--- src/rtl/ascii_rotation_decoder_pkg.sv ---
// rtl/ascii_rotation_decoder_pkg.sv - byte constants, parser states and helpers for the rotation decoder
package ascii_rotation_pkg;

  localparam logic [7:0] L_CHAR    = 8'h4C;
  localparam logic [7:0] R_CHAR    = 8'h52;
  localparam logic [7:0] ZERO_CHAR = 8'h30;
  localparam logic [7:0] NINE_CHAR = 8'h39;
  localparam logic [7:0] LF_CHAR   = 8'h0A;
  localparam logic [7:0] CR_CHAR   = 8'h0D;

  typedef enum logic [1:0] {
    EXPECT_DIR = 2'd0,
    DIGITS     = 2'd1,
    DISCARD    = 2'd2
  } state_t;

  // True for ASCII '0'..'9'
  function automatic logic is_digit(input logic [7:0] b);
    return (b >= ZERO_CHAR) && (b <= NINE_CHAR);
  endfunction

  // True for the two direction letters
  function automatic logic is_dir(input logic [7:0] b);
    return (b == L_CHAR) || (b == R_CHAR);
  endfunction

endpackage

--- src/rtl/ascii_rotation_decoder_divmod_digit_step.sv ---
// rtl/ascii_rotation_decoder_divmod_digit_step.sv - one decimal digit of long division by MODULUS
module divmod_digit_step
  #(
    parameter int MODULUS    = 100,
    parameter int REM_WIDTH  = 8,
    parameter int TURN_WIDTH = 16
  )
  (
    input  logic [REM_WIDTH-1:0]  rem_in,
    input  logic [TURN_WIDTH-1:0] turns_in,
    input  logic [3:0]            digit,
    output logic [REM_WIDTH-1:0]  rem_out,
    output logic [TURN_WIDTH-1:0] turns_out,
    output logic                  overflow
  );

  // rem_in*10+9 stays below 10*MODULUS, which fits in REM_WIDTH+4 bits
  localparam int T_W = REM_WIDTH + 4;
  // turns_in*10+9 always fits in TURN_WIDTH+4 bits, so the top nibble flags overflow
  localparam int W_W = TURN_WIDTH + 4;

  logic [T_W-1:0] t;
  logic [3:0]     q;
  logic [W_W-1:0] wide;

  // Shift the partial remainder one decimal place and bring the new digit in
  always_comb begin
    t = T_W'(rem_in) * T_W'(10) + T_W'(digit);
  end

  // Quotient digit by compare ladder: largest k in 0..9 with k*MODULUS <= t
  always_comb begin
    q = 4'd0;
    for (int k = 1; k <= 9; k++) begin
      if (t >= T_W'(k * MODULUS)) begin
        q = 4'(k);
      end
    end
  end

  // New remainder and quotient accumulation with overflow detection
  always_comb begin
    rem_out   = REM_WIDTH'(t - T_W'(q) * T_W'(MODULUS));
    wide      = W_W'(turns_in) * W_W'(10) + W_W'(q);
    turns_out = wide[TURN_WIDTH-1:0];
    overflow  = |wide[W_W-1:TURN_WIDTH];
  end

endmodule

--- src/rtl/ascii_rotation_decoder.sv ---
// rtl/ascii_rotation_decoder.sv - ASCII <L|R><digits>\n line parser with digit-serial divide; CR tolerance under ASCII_ROTATION_DECODER_CRLF_EN
module ascii_rotation_decoder
  import ascii_rotation_pkg::*;
  #(
    parameter int MODULUS    = 100,
    parameter int REM_WIDTH  = 8,
    parameter int TURN_WIDTH = 16,
    parameter int MAX_DIGITS = 6
  )
  (
    input  logic                  clk,
    input  logic                  rst_n,
    input  logic [7:0]            ascii_data,
    input  logic                  ascii_valid,
    output logic                  ascii_ready,
    output logic                  rot_valid,
    input  logic                  rot_ready,
    output logic                  rot_ccw,
    output logic [REM_WIDTH-1:0]  rot_rem,
    output logic [TURN_WIDTH-1:0] rot_turns,
    output logic [REM_WIDTH-1:0]  rot_right,
    output logic                  parse_error
  );

  localparam int CNT_W = $clog2(MAX_DIGITS + 1);

  state_t                state;
  logic                  dir_q;
  logic [REM_WIDTH-1:0]  rem_q;
  logic [TURN_WIDTH-1:0] turns_q;
  logic [CNT_W-1:0]      count_q;

  logic [REM_WIDTH-1:0]  step_rem;
  logic [TURN_WIDTH-1:0] step_turns;
  logic                  step_ovf;
  logic                  accept;
  logic                  cr_skip;
  logic                  is_lf;
  logic [REM_WIDTH-1:0]  ccw_right;

  divmod_digit_step #(
    .MODULUS    (MODULUS),
    .REM_WIDTH  (REM_WIDTH),
    .TURN_WIDTH (TURN_WIDTH)
  ) u_step (
    .rem_in    (rem_q),
    .turns_in  (turns_q),
    .digit     (ascii_data[3:0]),
    .rem_out   (step_rem),
    .turns_out (step_turns),
    .overflow  (step_ovf)
  );

  // Any byte stalls while an unconsumed record sits in the output register
  assign ascii_ready = !rot_valid || rot_ready;
  assign accept      = ascii_valid && ascii_ready;
  assign is_lf       = (ascii_data == LF_CHAR);

`ifdef ASCII_ROTATION_DECODER_CRLF_EN
  assign cr_skip = (ascii_data == CR_CHAR);
`else
  assign cr_skip = 1'b0;
`endif

  // MODULUS - rem; when MODULUS == 2**REM_WIDTH the truncated constant is 0 and the wrap still gives the right value
  assign ccw_right = (rem_q == '0) ? '0 : (REM_WIDTH'(MODULUS) - rem_q);

  // Parser FSM, digit accumulators and registered record/error outputs
  always_ff @(posedge clk or negedge rst_n) begin
    if (!rst_n) begin
      state       <= EXPECT_DIR;
      dir_q       <= 1'b0;
      rem_q       <= '0;
      turns_q     <= '0;
      count_q     <= '0;
      rot_valid   <= 1'b0;
      rot_ccw     <= 1'b0;
      rot_rem     <= '0;
      rot_turns   <= '0;
      rot_right   <= '0;
      parse_error <= 1'b0;
    end else begin
      parse_error <= 1'b0;
      if (rot_valid && rot_ready) begin
        rot_valid <= 1'b0;
      end
      if (accept) begin
        case (state)
          EXPECT_DIR: begin
            if (is_dir(ascii_data)) begin
              dir_q   <= (ascii_data == L_CHAR);
              rem_q   <= '0;
              turns_q <= '0;
              count_q <= '0;
              state   <= DIGITS;
            end else if (is_lf || cr_skip) begin
              state <= EXPECT_DIR;
            end else begin
              parse_error <= 1'b1;
              state       <= DISCARD;
            end
          end
          DIGITS: begin
            if (is_digit(ascii_data)) begin
              if ((count_q == CNT_W'(MAX_DIGITS)) || step_ovf) begin
                parse_error <= 1'b1;
                state       <= DISCARD;
              end else begin
                rem_q   <= step_rem;
                turns_q <= step_turns;
                count_q <= count_q + 1'b1;
              end
            end else if (is_lf) begin
              if (count_q == '0) begin
                parse_error <= 1'b1;
              end else begin
                // Overrides the drain above, so drain-and-reload leaves no bubble
                rot_valid <= 1'b1;
                rot_ccw   <= dir_q;
                rot_rem   <= rem_q;
                rot_turns <= turns_q;
                rot_right <= dir_q ? ccw_right : rem_q;
              end
              state <= EXPECT_DIR;
            end else if (cr_skip) begin
              state <= DIGITS;
            end else begin
              parse_error <= 1'b1;
              state       <= DISCARD;
            end
          end
          DISCARD: begin
            if (is_lf) begin
              state <= EXPECT_DIR;
            end
          end
          default: begin
            state <= EXPECT_DIR;
          end
        endcase
      end
    end
  end

endmodule

--- config.mk ---
export PLATFORM = sky130hd
export DESIGN_NAME = ascii_rotation_decoder
export DESIGN_NICKNAME = d
export VERILOG_FILES = /design/src/rtl/ascii_rotation_decoder_pkg.sv /design/src/rtl/ascii_rotation_decoder_divmod_digit_step.sv /design/src/rtl/ascii_rotation_decoder.sv
export SDC_FILE = /design/constraint.sdc
export NUM_CORES = 1
export LEC_CHECK = 0
export CORE_MARGIN = 1
export CORE_UTILIZATION = 53
export DETAILED_ROUTE_END_ITERATION = 12
export HOLD_SLACK_MARGIN = 0.08
export PLACE_DENSITY = 0.87
export SLEW_MARGIN = 15
export SYNTH_ARGS = -nofsm -noshare
export SYNTH_HDL_FRONTEND = slang
export SYNTH_HIERARCHICAL = 1
export SYNTH_SLANG_ARGS = --single-unit
--- constraint.sdc ---
create_clock -name clk -period 6.48 [get_ports clk]
set_input_delay 0.972 -clock clk [delete_from_list [all_inputs] [get_ports clk]]
set_output_delay 0.972 -clock clk [all_outputs]
set_load 0.05 [all_outputs]
==> results of run 1 <==
cells in the final DEF, fill, tap and decap left out, drive strengths merged, types with 4 or more instances in the layout:
cell type and instances:
ha 58, nor2 20, a211oi 5, fa 5, inv 49, xnor2 23
nor3 15, o21ai 17, nor4 6, nor2b 8, nand3 12, o31a 4
o31ai 6, nor3b 6, nand2b 9, a21oi 24, clkdlybuf4s50 46, o21a 4
nand4 5, o211ai 6, mux2 36, mux2i 25, or3 4, buf 40
o21bai 4, clkbuf 11, xor2 13, nand2 41, dfrtp 65, a21o 11
and3 5, or4 5
per-layer routing:
metal / global-route usage (%) / part of all wire (%) / up-vias
met5: 0 / 0 / -
met1: 33.42 / 41 / 2303
met2: 45.54 / 49 / 213
met3: 6.644 / 6.2 / 52
li1: - / - / 2188
met4: 9.560 / 3.4 / 0
worst max-delay path: stages:
cell and delay [ns]:
clkdlybuf4s50_1 0.44, ha_1 0.23, fa_1 0.41, a21o_1 0.21
and4b_2 0.27, nor3b_2 0.18, a21oi_1 0.15, o221a_2 0.23
o31ai_1 0.10, o21bai_1 0.21, nor2b_2 0.20, ha_2 0.19
a21o_1 0.12, a21oi_1 0.12, nor4b_2 0.29, buf_4 0.16
nand4_4 0.11, a2111oi_4 0.31, o2111ai_2 0.22, nor4_2 0.26
nor3_2 0.09, a21oi_2 0.13, nand3_2 0.13, a221oi_4 0.33
buf_6 0.16, buf_12 0.13, mux2i_1 0.25
state kept, by name, summed over array words and instances, names as in the netlist:
register	flops
turns_q	16
dir_q	1
parse_error	1
state	2
rot_ccw	1
rot_right	8
count_q	3
rot_turns	16
rem_q	8
rot_rem	8
rot_valid	1
report_power, final:
part / leakage, nW / internal [mW] / total (mW) / switching (mW)
Clock: 0.113 / 0.228 / 0.413 / 0.184
Sequential: 0.898 / 0.407 / 0.409 / 0.00213
Combinational: 2.01 / 0.0327 / 0.0722 / 0.0396
Total: 3.02 / 0.668 / 0.893 / 0.226
worst max-delay path by stage:
stage,from,to,slack [ns]
2_1_floorplan,rem_q[1],rem_q[0],0.03
3_3_place_gp,ascii_data[1],rem_q[0],-0.03
3_5_place_dp,ascii_data[1],turns_q[1],-0.29
4_1_cts,rem_q[2],turns_q[1],0.03
5_1_grt,ascii_data[1],rem_q[0],-0.10
6_report,ascii_data[1],rem_q[0],0.13
final cells by class:
| cell class | count | area [µm²] |
|---|---|---|
| Fill cell | 709 | 3206 |
| Clock inverter | 6 | 90.09 |
| Multi-Input combinational cell | 424 | 3600 |
| Clock buffer | 10 | 137.6 |
| Inverter | 48 | 180.2 |
| Sequential cell | 65 | 1628 |
| Timing Repair Buffer | 87 | 812.0 |
| Tap cell | 133 | 166.4 |
metrics by stage:
| stage | TNS [ns] | setup WS (ns) | hold WS [ns] | power [mW] | cell area, µm² |
|---|---|---|---|---|---|
| floorplan | 0 | 0.03115 | 0.5209 | 0.4520 | 5374 |
| global placement | -0.6937 | -0.03210 | 0.4730 | 0.4817 | 6217 |
| detailed placement | -6.959 | -0.2934 | 0.4790 | 0.4840 | 6217 |
| CTS | 0 | 0.02696 | 0.4967 | 0.8868 | 6452 |
| global route | -0.9507 | -0.1019 | 0.5105 | 0.9198 | 6614 |
| finish | 0 | 0.1294 | 0.4886 | 0.8935 | 6614 |
repair_timing:
item | CTS | global route
cloned | 0 | 1
pin swaps | 0 | 9
setup buffers | 0 | 5
gates resized for setup | 1 | 22
setup endpoints to repair | 8 | 30
endpoints found under the hold margin | 0 | 0
logic make-up after synthesis:
family          synth area share [%]
compound gates                 15.34
simple gates                   15.95
fa+ha+maj                      15.37
buf+inv                        5.006
flops                          30.27
xor+xnor                       5.867
mux                            12.20
==> results by group, run 1 <==
GRT
  – GR Util All Layers: 26.95%
  – First-pass GRT wire length: 22,000 µm
  – Congestion Overflow GR: 0
  – Initial antenna violation count: 0
  – Largest net degree at the start of global routing: 66
  – Vias in the first global route: 4,525

Run status
  – Run status: completed

Die
  – Site row count: 36
  – Chip height: 102.7 µm
  – Core box area: 9819 µm²
  – Area of the die: 10,550 µm²
  – I/O pins: 48
  – Die Wd: 102.7 µm
  – Initial Util: 54.73%

Synth
  – Top cells by area, synth: dfrtp_1, ha_1, mux2_2
  – Synth cell count leaders: dfrtp_1, ha_1, inv_1, nand2_1, mux2_2
  – Seq/Total Area, Yosys: 30.27%
  – Top FF cell, synth: dfrtp_1
  – FFs w/ async S/R, synth: 100.0%
  – Most frequent cell after synthesis: dfrtp_1
  – Synthesized area per cell: 9.735 µm²
  – Synth top area share: 30.27%
  – Netlist Area Pre-Place: 5374 µm²
  – Netlist cell types: 73
  – Mapped Nets: 627
  – Syn. warnings: 6
  – Area leader, netlist: dfrtp_1
  – Number of flops mapped to enable cells by yosys: 0
  – Cells after Synth: 552
  – Synth Register Bits: 65

STA
  – Final worst path period need: 6.351 ns
  – Crit share post-route: 98.00%
  – Fmax: 157.5 MHz
  – Worst-Margin Slew: 1.193 ns
  – Final Max Tran Viols: 0
  – Final hold violation count: 0
  – Fin Clk Skew: 0.01454 ns
  – Max-slew headroom: 20.09%
  – Final setup vio count: 0

Clock tree
  – Clock H-tree levels: 3
  – Clk_lat worst skew: 0.37 ns
  – Hold-fix buffers at CTS: 0
  – Clock slew at reported path FFs: 0.08 ns
  – Max clock buf depth: 2
  – CTS root buf: clkbuf_8
  – Clock sink count: 65
  – Cts bufs inserted: 9
  – CTS tree: built

Power
  – Worst vdd ir: 0.0001115 V
  – Leakage: 3.017 nW
  – PwrDens: 135.1 nW/µm²

Critical path
  – Critical path capture point type: register
  – Flop2flop setup slack: 0.21 ns
  – Reg2reg path depth: 28
  – Worst setup SP type: primary input
  – Worst-path fanout max: 7
  – CP Class: in -> reg
  – Worst Path Required: 6.75 ns
  – RR Startpoint: rem_q[1]
  – Worst r2r dst: rem_q[0]
  – CP arrival: 6.62 ns

Cells and area
  – Area grow syn2layout: 23.07%
  – Share of layout cells above drive strength 1: 19.69%
  – Layout Cells excl Fill: 773
  – Final design utilization: 67.35%
  – Layout Nets: 710
  – Diode count: 0

Routing
  – Final WL: 14,330 µm
  – Drt initial violations: 318
  – Routed Antenna Nets: 0
  – Pre-Repair DR Iteration Count: 5
  – Mean routed wirelength per cell: 18.53 µm
  – DRC Markers: 0
  – Vias per cell: 6.153
  – DR vias: 4,756

Worst hold path
  – Worst hold path class: reg -> reg
  – Hold Path Cell Cnt: 1
  – Hold wc startpoint: rot_rem[1]
  – Worst hold endpoint: rot_rem[1]

Placement
  – IO Port Bufs: 47
  – HPWL after detailed placement: 9871 µm
  – Routability Congestion: 0.9005
  – Placed Cells: 751

Flow run
  – Max-cap violations: 0
No activity file was read; power rests on OpenSTA's default activity.
==> run 2, diff against run 1 <==
--- a/config.mk
+++ b/config.mk
@@ -9,7 +9,8 @@
 export CORE_UTILIZATION = 53
 export DETAILED_ROUTE_END_ITERATION = 12
 export HOLD_SLACK_MARGIN = 0.08
-export PLACE_DENSITY = 0.87
+export PLACE_DENSITY = 0.74
+export RECOVER_POWER = 25
 export SLEW_MARGIN = 15
 export SYNTH_ARGS = -nofsm -noshare
 export SYNTH_HDL_FRONTEND = slang
==> run 2 against run 1 <==
  * Critical path depth increased by 1
  * Non-clock buffer count increased by 6
  * Wire length down 9.0%
  * Hold slack gained 0.0047 ns
  * Global-route usage shrank 1.1 points
  * Sequential power is essentially flat
  * Clock skew shrank 0.0043 ns
  * Critical endpoint is now turns_q[5]
  * Total power decreased by 7.4%
  * Die area is the same
  * The flow now finishes with violations (max-capacitance violations, max-slew violations)
==> results by group, run 2 (synthesis gave the netlist of run 1 again) <==
STA
  – Worst-Margin Slew: 3.457 ns (+2.264 ns)
  – Fin Clk Skew: 0.01022 ns (-0.004315 ns)
  – Final worst slack: 0.2100 ns (+0.08060 ns)
  – Final worst path period need: 6.270 ns (-0.08060 ns)
  – Final Max Tran Viols: 66 (+66)
  – Fmax: 159.5 MHz (+1.3%)
  – Crit share post-route: 96.76% (-1.2 points)
  – Max-slew headroom: -130.5% (-150 points)
  – Final setup vio count: 0 (unchanged)
  – Hold WS: 0.4933 ns (+0.004667 ns)
  – Final hold violation count: 0 (unchanged)

GRT
  – GR Util All Layers: 25.80% (-1.1 points)
  – Largest net degree at the start of global routing: 66 (unchanged)
  – First-pass GRT wire length: 20,870 µm (-5.2%)
  – Congestion Overflow GR: 0 (unchanged)
  – Initial antenna violation count: 0 (unchanged)
  – Vias in the first global route: 4,402 (-2.7%)

Routing
  – Routed length on met1: 5732 µm (-2.4%)
  – Drt initial violations: 165 (-48%)
  – Met3 WL: 612 µm (-31%)
  – Top routing layer in use: met4
  – Pre-Repair DR Iteration Count: 4 (-1)
  – Final WL: 13,030 µm (-9.0%)
  – DR vias: 4,498 (-5.4%)
  – DRC Markers: 0 (unchanged)
  – Vias per cell: 5.781 (-6.0%)
  – Routed Antenna Nets: 0 (unchanged)
  – Met2 wire length: 6438 µm (-9.0%)
  – Mean routed wirelength per cell: 16.75 µm (-9.6%)

Die
  – Die Wd: 102.7 µm (unchanged)
  – I/O pins: 48 (unchanged)
  – Site row count: 36 (unchanged)
  – Core box area: 9819 µm² (unchanged)
  – Chip height: 102.7 µm (unchanged)
  – Area of the die: 10,550 µm² (unchanged)
  – Initial Util: 54.73% (unchanged)

Cells and area
  – Share of layout cells above drive strength 1: 19.69% (about the same)
  – FILL cells: 817 (+15%)
  – Area grow syn2layout: 23.14% (about the same)
  – Largest registers: rot_turns (16), turns_q (16)
  – Storage element area: 1627 µm² (about the same)
  – Area of the multi-input gates: 3607 µm² (+0.21%)
  – Commonest non-fill, non-tap cells in the layout: dfrtp_1, ha_1, inv_1
  – Layout Nets: 716 (+0.85%)
  – Diode count: 0 (unchanged)
  – Commonest non-fill, non-tap cell in the layout: dfrtp_1

Clock tree
  – Max clock buf depth: 2 (unchanged)
  – Hold-fix buffers at CTS: 0 (unchanged)
  – Clock slew at reported path FFs: 0.08 ns (about the same)
  – CTS tree: built
  – Cts bufs inserted: 9 (unchanged)
  – Clock sink count: 65 (unchanged)
  – CTS root buf: clkbuf_8
  – Clock H-tree levels: 3 (unchanged)
  – Clk_lat worst skew: 0.36 ns (about the same)

Critical path
  – Worst-path fanout max: 9 (+2)
  – Worst stage delay on the critical path: 0.42 ns (-0.02 ns)
  – Largest delay contributor family on the critical path: simple AND/OR/NAND/NOR gates
  – Worst Path Required: 6.76 ns (about the same)
  – CP Class: in -> reg
  – Critical path capture point type: register
  – Slowest-stage cell, CP: clkdlybuf4s50_1
  – CP arrival: 6.55 ns (-0.07 ns)
  – WP buf/inv: 4 (unchanged)
  – Worst setup SP type: primary input

Flow run
  – Max-cap violations: 1 (+1)

Run status
  – Violated checks: max-capacitance violations, max-slew violations
  – Run status: complete, but fails checks

Placement
  – HPWL after detailed placement: 9646 µm (-2.3%)
  – Routability Congestion: 0.8938 (-0.74%)
  – Dpl ws: -0.3022 ns (-0.008729 ns)
  – IO Port Bufs: 47 (unchanged)

Power
  – PwrDens: 125.0 nW/µm² (-7.5%)
  – Total power: 827.1 µW (-7.4%)
  – Leakage: 3.040 nW (+0.76%)
  – Worst vdd ir: 0.0001156 V (+3.7%)

Worst hold path
  – Worst hold path class: reg -> reg
==> run 2: worst register-to-register path, delay by kind of cell (launching register included) <==
kind            cells  cell delay, ns
flops               1            0.42
simple gates       11            1.91
buf+inv             5            0.83
mux                 3            0.67
compound gates      6            1.10
fa+ha+maj           4            1.23
==> run 2: layer usage <==
| metal | up-vias | GRT usage [%] |
|---|---|---|
| met5 | - | 0 |
| met4 | 0 | 6.923 |
| met3 | 20 | 6.169 |
| met2 | 112 | 44.26 |
| met1 | 2174 | 32.46 |
| li1 | 2192 | - |
==> run 2: final cells by class <==
type	instances	share of cell area, %
multi-input cells	424	54.51
repair buffers	93	12.74
well taps	133	2.515
inverters	48	2.723
clock inverters	5	0.8508
flip-flops and latches	65	24.58
clock buffers	10	2.080
==> run 2: final timing paths <==
path	start	endpoint	slack, ns	depth (start not counted)
min reg2reg	rot_rem[1]	rot_rem[1]	0.49	1
min	rot_rem[1]	rot_rem[1]	0.49	1
min in group asynchronous	rst_n	rot_turns[11]	1.89	2
max in group asynchronous	rst_n	turns_q[1]	2.66	2
max	ascii_data[1]	turns_q[5]	0.21	28
max reg2reg	rem_q[3]	turns_q[5]	0.22	29
==> run 2: repair_timing <==
item / 4_1_cts / 5_1_grt
gates resized for setup: 0 / 22
setup buffers: 0 / 7
setup endpoints to repair: 0 / 30
==> run 2: power breakdown <==
part	switching, mW	internal, mW	total (mW)	leakage [nW]
clock	0.162	0.185	0.347	0.0981
combinational	0.0387	0.0319	0.0707	2.04
sequential	0.00218	0.407	0.409	0.900
==> run 2: metrics by stage <==
step           utilization, %  area [µm²]  setup TNS, ns  std cells
2_1_floorplan               -        5374              0        552
5_1_grt                 67.39        6618        -0.2344        778
6_report                67.39        6618              0        778
3_5_place_dp            63.49        6235         -6.995        755
3_3_place_gp            63.49        6235         -1.344        755
4_1_cts                 65.47        6429              0        770
